File: src/rtl/dmem_arb_pkg.sv
// Shared types for the data-memory arbiter: FSM states, owner encoding and
// access-latency counter width.
package dmem_arb_pkg;

   localparam int CNT_W = 4;

   typedef enum logic [1:0] {
      IDLE = 2'd0,
      BUSY = 2'd1,
      DONE = 2'd2
   } state_t;

   typedef enum logic {
      PIPE   = 1'b0,
      LOADER = 1'b1
   } owner_t;

endpackage

File: src/rtl/dmem_arb_grant.sv
// Grant decision between the MEM stage and the loader port. Fixed pipeline
// priority by default; round-robin on ties when DMEM_ARB_RR_EN is defined.
module dmem_arb_grant
   import dmem_arb_pkg::*;
(
`ifdef DMEM_ARB_RR_EN
   input  logic   clk,
   input  logic   rst,
   input  logic   take,
`endif
   input  logic   p_req,
   input  logic   l_req,
   output logic   gnt_any,
   output owner_t gnt_owner
);

`ifdef DMEM_ARB_RR_EN
   owner_t last_owner;

   // Reset to LOADER so the pipeline wins the very first tie.
   always_ff @(posedge clk or negedge rst) begin
      if (!rst) begin
         last_owner <= LOADER;
      end else if (take) begin
         last_owner <= gnt_owner;
      end
   end
`endif

   // NOTE: every output of a combinational block gets a default first, so no
   // path leaves it unassigned and no latch is inferred.
   always_comb begin
      gnt_any   = p_req | l_req;
      gnt_owner = PIPE;
      if (l_req && !p_req) begin
         gnt_owner = LOADER;
      end
`ifdef DMEM_ARB_RR_EN
      else if (l_req && p_req && (last_owner == PIPE)) begin
         gnt_owner = LOADER;
      end
`endif
   end

endmodule

File: src/rtl/dmem_arbiter.sv
// Sequences a fixed-latency single-port data memory between the MEM stage and
// a loader/debug port. Optional round-robin arbitration via DMEM_ARB_RR_EN.
module dmem_arbiter
   import dmem_arb_pkg::*;
#(
   parameter int ADDR_W  = 32,
   parameter int DATA_W  = 32,
   parameter int MEM_LAT = 2
) (
   input  logic              clk,
   input  logic              rst,
   input  logic              p_rd_en,
   input  logic              p_wr_en,
   input  logic [ADDR_W-1:0] p_addr,
   input  logic [DATA_W-1:0] p_wdata,
   output logic [DATA_W-1:0] p_rdata,
   output logic              p_freeze,
   input  logic              l_req,
   input  logic              l_we,
   input  logic [ADDR_W-1:0] l_addr,
   input  logic [DATA_W-1:0] l_wdata,
   output logic              l_gnt,
   output logic              l_done,
   output logic [DATA_W-1:0] l_rdata,
   output logic              m_rd_en,
   output logic              m_wr_en,
   output logic [ADDR_W-1:0] m_addr,
   output logic [DATA_W-1:0] m_wdata,
   input  logic [DATA_W-1:0] m_rdata
);

   state_t           state, state_nxt;
   owner_t           owner;
   owner_t           gnt_owner;
   logic [CNT_W-1:0] cnt;
   logic             p_req;
   logic             gnt_any;

   assign p_req = p_rd_en | p_wr_en;

   dmem_arb_grant u_grant (
`ifdef DMEM_ARB_RR_EN
      .clk       (clk),
      .rst       (rst),
      .take      (state == IDLE && gnt_any),
`endif
      .p_req     (p_req),
      .l_req     (l_req),
      .gnt_any   (gnt_any),
      .gnt_owner (gnt_owner)
   );

   // NOTE: sequential state uses non-blocking assignments so every register
   // samples pre-edge values regardless of statement order.
   always_ff @(posedge clk or negedge rst) begin
      if (!rst) begin
         state <= IDLE;
      end else begin
         state <= state_nxt;
      end
   end

   always_comb begin
      state_nxt = state;
      unique case (state)
         IDLE:    if (gnt_any) state_nxt = BUSY;
         BUSY:    if (cnt == '0) state_nxt = DONE;
         DONE:    state_nxt = IDLE;
         default: state_nxt = IDLE;
      endcase
   end

   // Command is registered at grant, so requester inputs may change while BUSY.
   always_ff @(posedge clk or negedge rst) begin
      if (!rst) begin
         owner   <= PIPE;
         cnt     <= '0;
         m_rd_en <= 1'b0;
         m_wr_en <= 1'b0;
         m_addr  <= '0;
         m_wdata <= '0;
         p_rdata <= '0;
         l_rdata <= '0;
      end else begin
         unique case (state)
            IDLE: begin
               if (gnt_any) begin
                  owner <= gnt_owner;
                  cnt   <= CNT_W'(MEM_LAT - 1);
                  if (gnt_owner == PIPE) begin
                     m_addr  <= p_addr;
                     m_wdata <= p_wdata;
                     m_wr_en <= p_wr_en;
                     m_rd_en <= p_rd_en & ~p_wr_en;
                  end else begin
                     m_addr  <= l_addr;
                     m_wdata <= l_wdata;
                     m_wr_en <= l_we;
                     m_rd_en <= ~l_we;
                  end
               end
            end
            BUSY: begin
               if (cnt == '0) begin
                  m_rd_en <= 1'b0;
                  m_wr_en <= 1'b0;
                  if (m_rd_en) begin
                     if (owner == PIPE) p_rdata <= m_rdata;
                     else               l_rdata <= m_rdata;
                  end
               end else begin
                  cnt <= cnt - 1'b1;
               end
            end
            default: ;
         endcase
      end
   end

   assign p_freeze = p_req & ~(state == DONE && owner == PIPE);
   assign l_gnt    = (owner == LOADER) && (state == BUSY || state == DONE);
   assign l_done   = (owner == LOADER) && (state == DONE);

endmodule
File: config.mk
export PLATFORM = sky130hd
export DESIGN_NAME = dmem_arbiter
export DESIGN_NICKNAME = d
export VERILOG_FILES = /design/src/rtl/dmem_arb_pkg.sv /design/src/rtl/dmem_arb_grant.sv /design/src/rtl/dmem_arbiter.sv
export SDC_FILE = /design/constraint.sdc
export NUM_CORES = 1
export LEC_CHECK = 0
export ABC_CLOCK_PERIOD_IN_PS = 2150
export CORE_ASPECT_RATIO = 1.25
export CORE_UTILIZATION = 36
export CTS_CLUSTER_SIZE = 14
export DETAILED_ROUTE_END_ITERATION = 8
export PLACE_DENSITY_LB_ADDON = 0.15
export SYNTH_ARGS = -nofsm -noshare
export SYNTH_HDL_FRONTEND = slang
export SYNTH_SLANG_ARGS = --single-unit
File: constraint.sdc
create_clock -name clk -period 2.15 [get_ports clk]
set_input_delay 0.5375 -clock clk [delete_from_list [all_inputs] [get_ports clk]]
set_output_delay 0.5375 -clock clk [all_outputs]
set_load 0.01 [all_outputs]
==> results of run 1 <==
sequential cells by signal, indices dropped and copies added, names as in the netlist:
| name | count |
|---|---|
| l_rdata | 32 |
| m_rd_en | 1 |
| m_wr_en | 1 |
| m_wdata | 32 |
| cnt | 4 |
| p_rdata | 32 |
| state | 2 |
| m_addr | 32 |
| owner | 1 |
kinds of logic (layout without fill, tap and decap cells):
group	after synthesis	after routing	synth area share, %
buffers and inverters	40	376	3.19
flip-flops	137	137	57.8
AND/OR/NAND/NOR	88	88	6.90
AO/OA/AOI/OAI	82	82	7.49
adder cells (fa/ha/maj)	6	6	1.27
multiplexers	130	130	23.3
worst max-delay path: stages (launching register included):
cell and delay (ps):
dfrtp_1 410, inv_2 80, ha_2 180, or3b_4 400
nor4_4 220, buf_4 210, clkbuf_16 160, mux2_2 330
what timing repair did:
item                                    CTS  global route
pin swaps                                 0             0
cloned                                    0             2
hold buffers                              0             0
endpoints found under the setup margin    3            66
resized for setup                         5             7
setup buffers                             0             3
per-layer routing:
layer  vias to the layer above  track usage [%]  share of wire (%)
li1                       2335                -                  -
met5                         -                0                  0
met2                       224             36.5                 51
met1                      2308             21.1                 36
met4                         0             7.53                2.3
met3                        27             9.16                 10
cell usage in the layout, fill, tap and decap left out, types with 2 or more instances in the layout:
| cell | count |
|---|---|
| clkinv_4 | 2 |
| mux2i_1 | 65 |
| nand4_1 | 2 |
| clkinvlp_4 | 2 |
| dfrtp_1 | 137 |
| a21oi_1 | 3 |
| inv_1 | 6 |
| nand2_1 | 67 |
| and2_1 | 2 |
| nor2b_1 | 2 |
| nor4b_1 | 2 |
| nor2_1 | 4 |
| buf_12 | 15 |
| clkinv_2 | 3 |
| mux2_2 | 65 |
| inv_2 | 4 |
| bufinv_16 | 3 |
| nor3b_2 | 2 |
| dlygate4sd2_1 | 2 |
| buf_4 | 20 |
| clkbuf_16 | 18 |
| ha_1 | 5 |
| clkbuf_8 | 2 |
| o311ai_0 | 2 |
| o21ai_0 | 70 |
| clkdlybuf4s50_1 | 294 |
final cells by class:
| type | count | share of cell area, % |
|---|---|---|
| Clock buffer | 20 | 4.50 |
| Sequential cell | 137 | 33.8 |
| Multi-Input combinational cell | 306 | 23.0 |
| Clock inverter | 11 | 1.44 |
| Tap cell | 216 | 2.66 |
| Timing Repair Buffer | 335 | 34.2 |
| Inverter | 10 | 0.370 |
power by group:
group	switching (mW)	leakage, nW	internal (mW)	total (mW)
sequential	0.669	1.68	3.76	4.43
clock	1.08	0.292	1.88	2.96
combinational	2.47	2.26	3.40	5.87
total	4.22	4.23	9.04	13.3
worst max-delay path by stage:
stage,endpoint,slack (ps),cells after the start
detailed placement,cnt[3],-200,5
global placement,m_wdata[10],-150,7
finish,p_rdata[30],30,7
floorplan,p_rdata[10],110,7
global route,p_rdata[2],-30,7
CTS,l_gnt,10,4
per-stage QoR:
step                      setup TNS (ps)  power [mW]
after floorplan                        0        6.73
after global placement             -7140        10.1
after detailed placement           -7800        10.3
after CTS                              0        13.4
after global routing                -373        14.1
final                                  0        13.3
==> metrics, run 1 <==
register bit count reported by yosys 137; fin nets 979; Register Area 0.00343 mm^2; LEAKAGE 4.23 nW; TritonCTS clock tree yes; largest net degree at the start of global routing 59; R2R cell count 7; Yosys top cell by area dfrtp_1; num ports 299; initial core utilization 36.7%; Commonest cells post-synth dfrtp_1, o21ai_0, nand2_1, mux2_2, mux2i_1; Post-synth EDFFs 0; status finished, final reports clean; Post-Syn Area 0.00593 mm^2; Final period util 98.4%; final hold viol count 0; Synth top area share 57.8%; clk slew on worst S/H paths 60 ps; Yosys Warn Count 0; Synth Area per Inst 12.3 um^2; Vias/cell 4.73; r2r startpoint cnt[1]; Mapped Cells 483; RePlAce Congestion 0.802; P&R area growth vs syn 71.2%; critical path arrival 2410 ps; post-route ant nets 0; die width 117 um; Worst Setup SP cnt[1]; minimum hold slack 102 ps; Routed WL 17200 um; Worst R2R Setup Slack 30 ps; drt pass-1 iters 4; initial antenna violation count 0; Hold WC Path Type in -> async; Peak VDD IR 0.000614 V; post-synth cell types 33; dominant cells by area after synthesis dfrtp_1, mux2_2, mux2i_1, o21ai_0, nand2_1; core area 0.0161 mm^2; final worst setup slack 34.6 ps; Crit Path Category reg -> reg; Max clock buf depth 2; syn_nets 655; dpl hpwl 13200 um; crit end category flop; fin cells 1035; Port Buffers 298; Slew Viols, Final 0; Worst Setup Start Kind flop; placed cell areas 0.00948 mm^2; Die Y 145 um; fraction of layout cells with a size suffix above 1 17.8%; Main synth FF type dfrtp_1; Root Driver clkbuf_16; die area 0.0170 mm^2; worst slew pin tran 564 ps; max cap viols 0; Starting DRT DRC Count 133; diode count 0; GR Overflow Total 0; power density cells 1310 mW/mm^2; placed instance count 999; DR WL/cell 16.6 um; pre-CTS WS -196 ps; minimum clock period 2120 ps; row count 52; clock sink total 137; post-synthesis sequential area ratio 57.8%; Core Util, Final 62.9%; Achievable Freq 473 MHz; fillcell total 1313; vias post-DR 4894; Relative slew margins 62.4%; Post-synth ARST share 100%; R2R Path End p_rdata[30]; DRC Markers 0; crit path max fanout 8; design area 0.0102 mm^2; area of the multi-input gates 0.00234 mm^2; clk_lat worst skew 410 ps; H-tree Lvls 4; global-route wire length before repair 26600 um; Final setup viols 0; number of global-route vias before repair 5327; CTS Buf Count 17; most common cell in the netlist dfrtp_1; GRT Util Overall 20.7%; Fin Clk Skew 8.66 ps; Critical Path RT 2440 ps
(Power assumes the default switching activity.)
==> run 2, diff against run 1 <==
Settings changed: GPL_ROUTABILITY_DRIVEN set to 0.
==> results of run 2 <==
No change in the layout: final DEF, timing and power equal those of run 1.
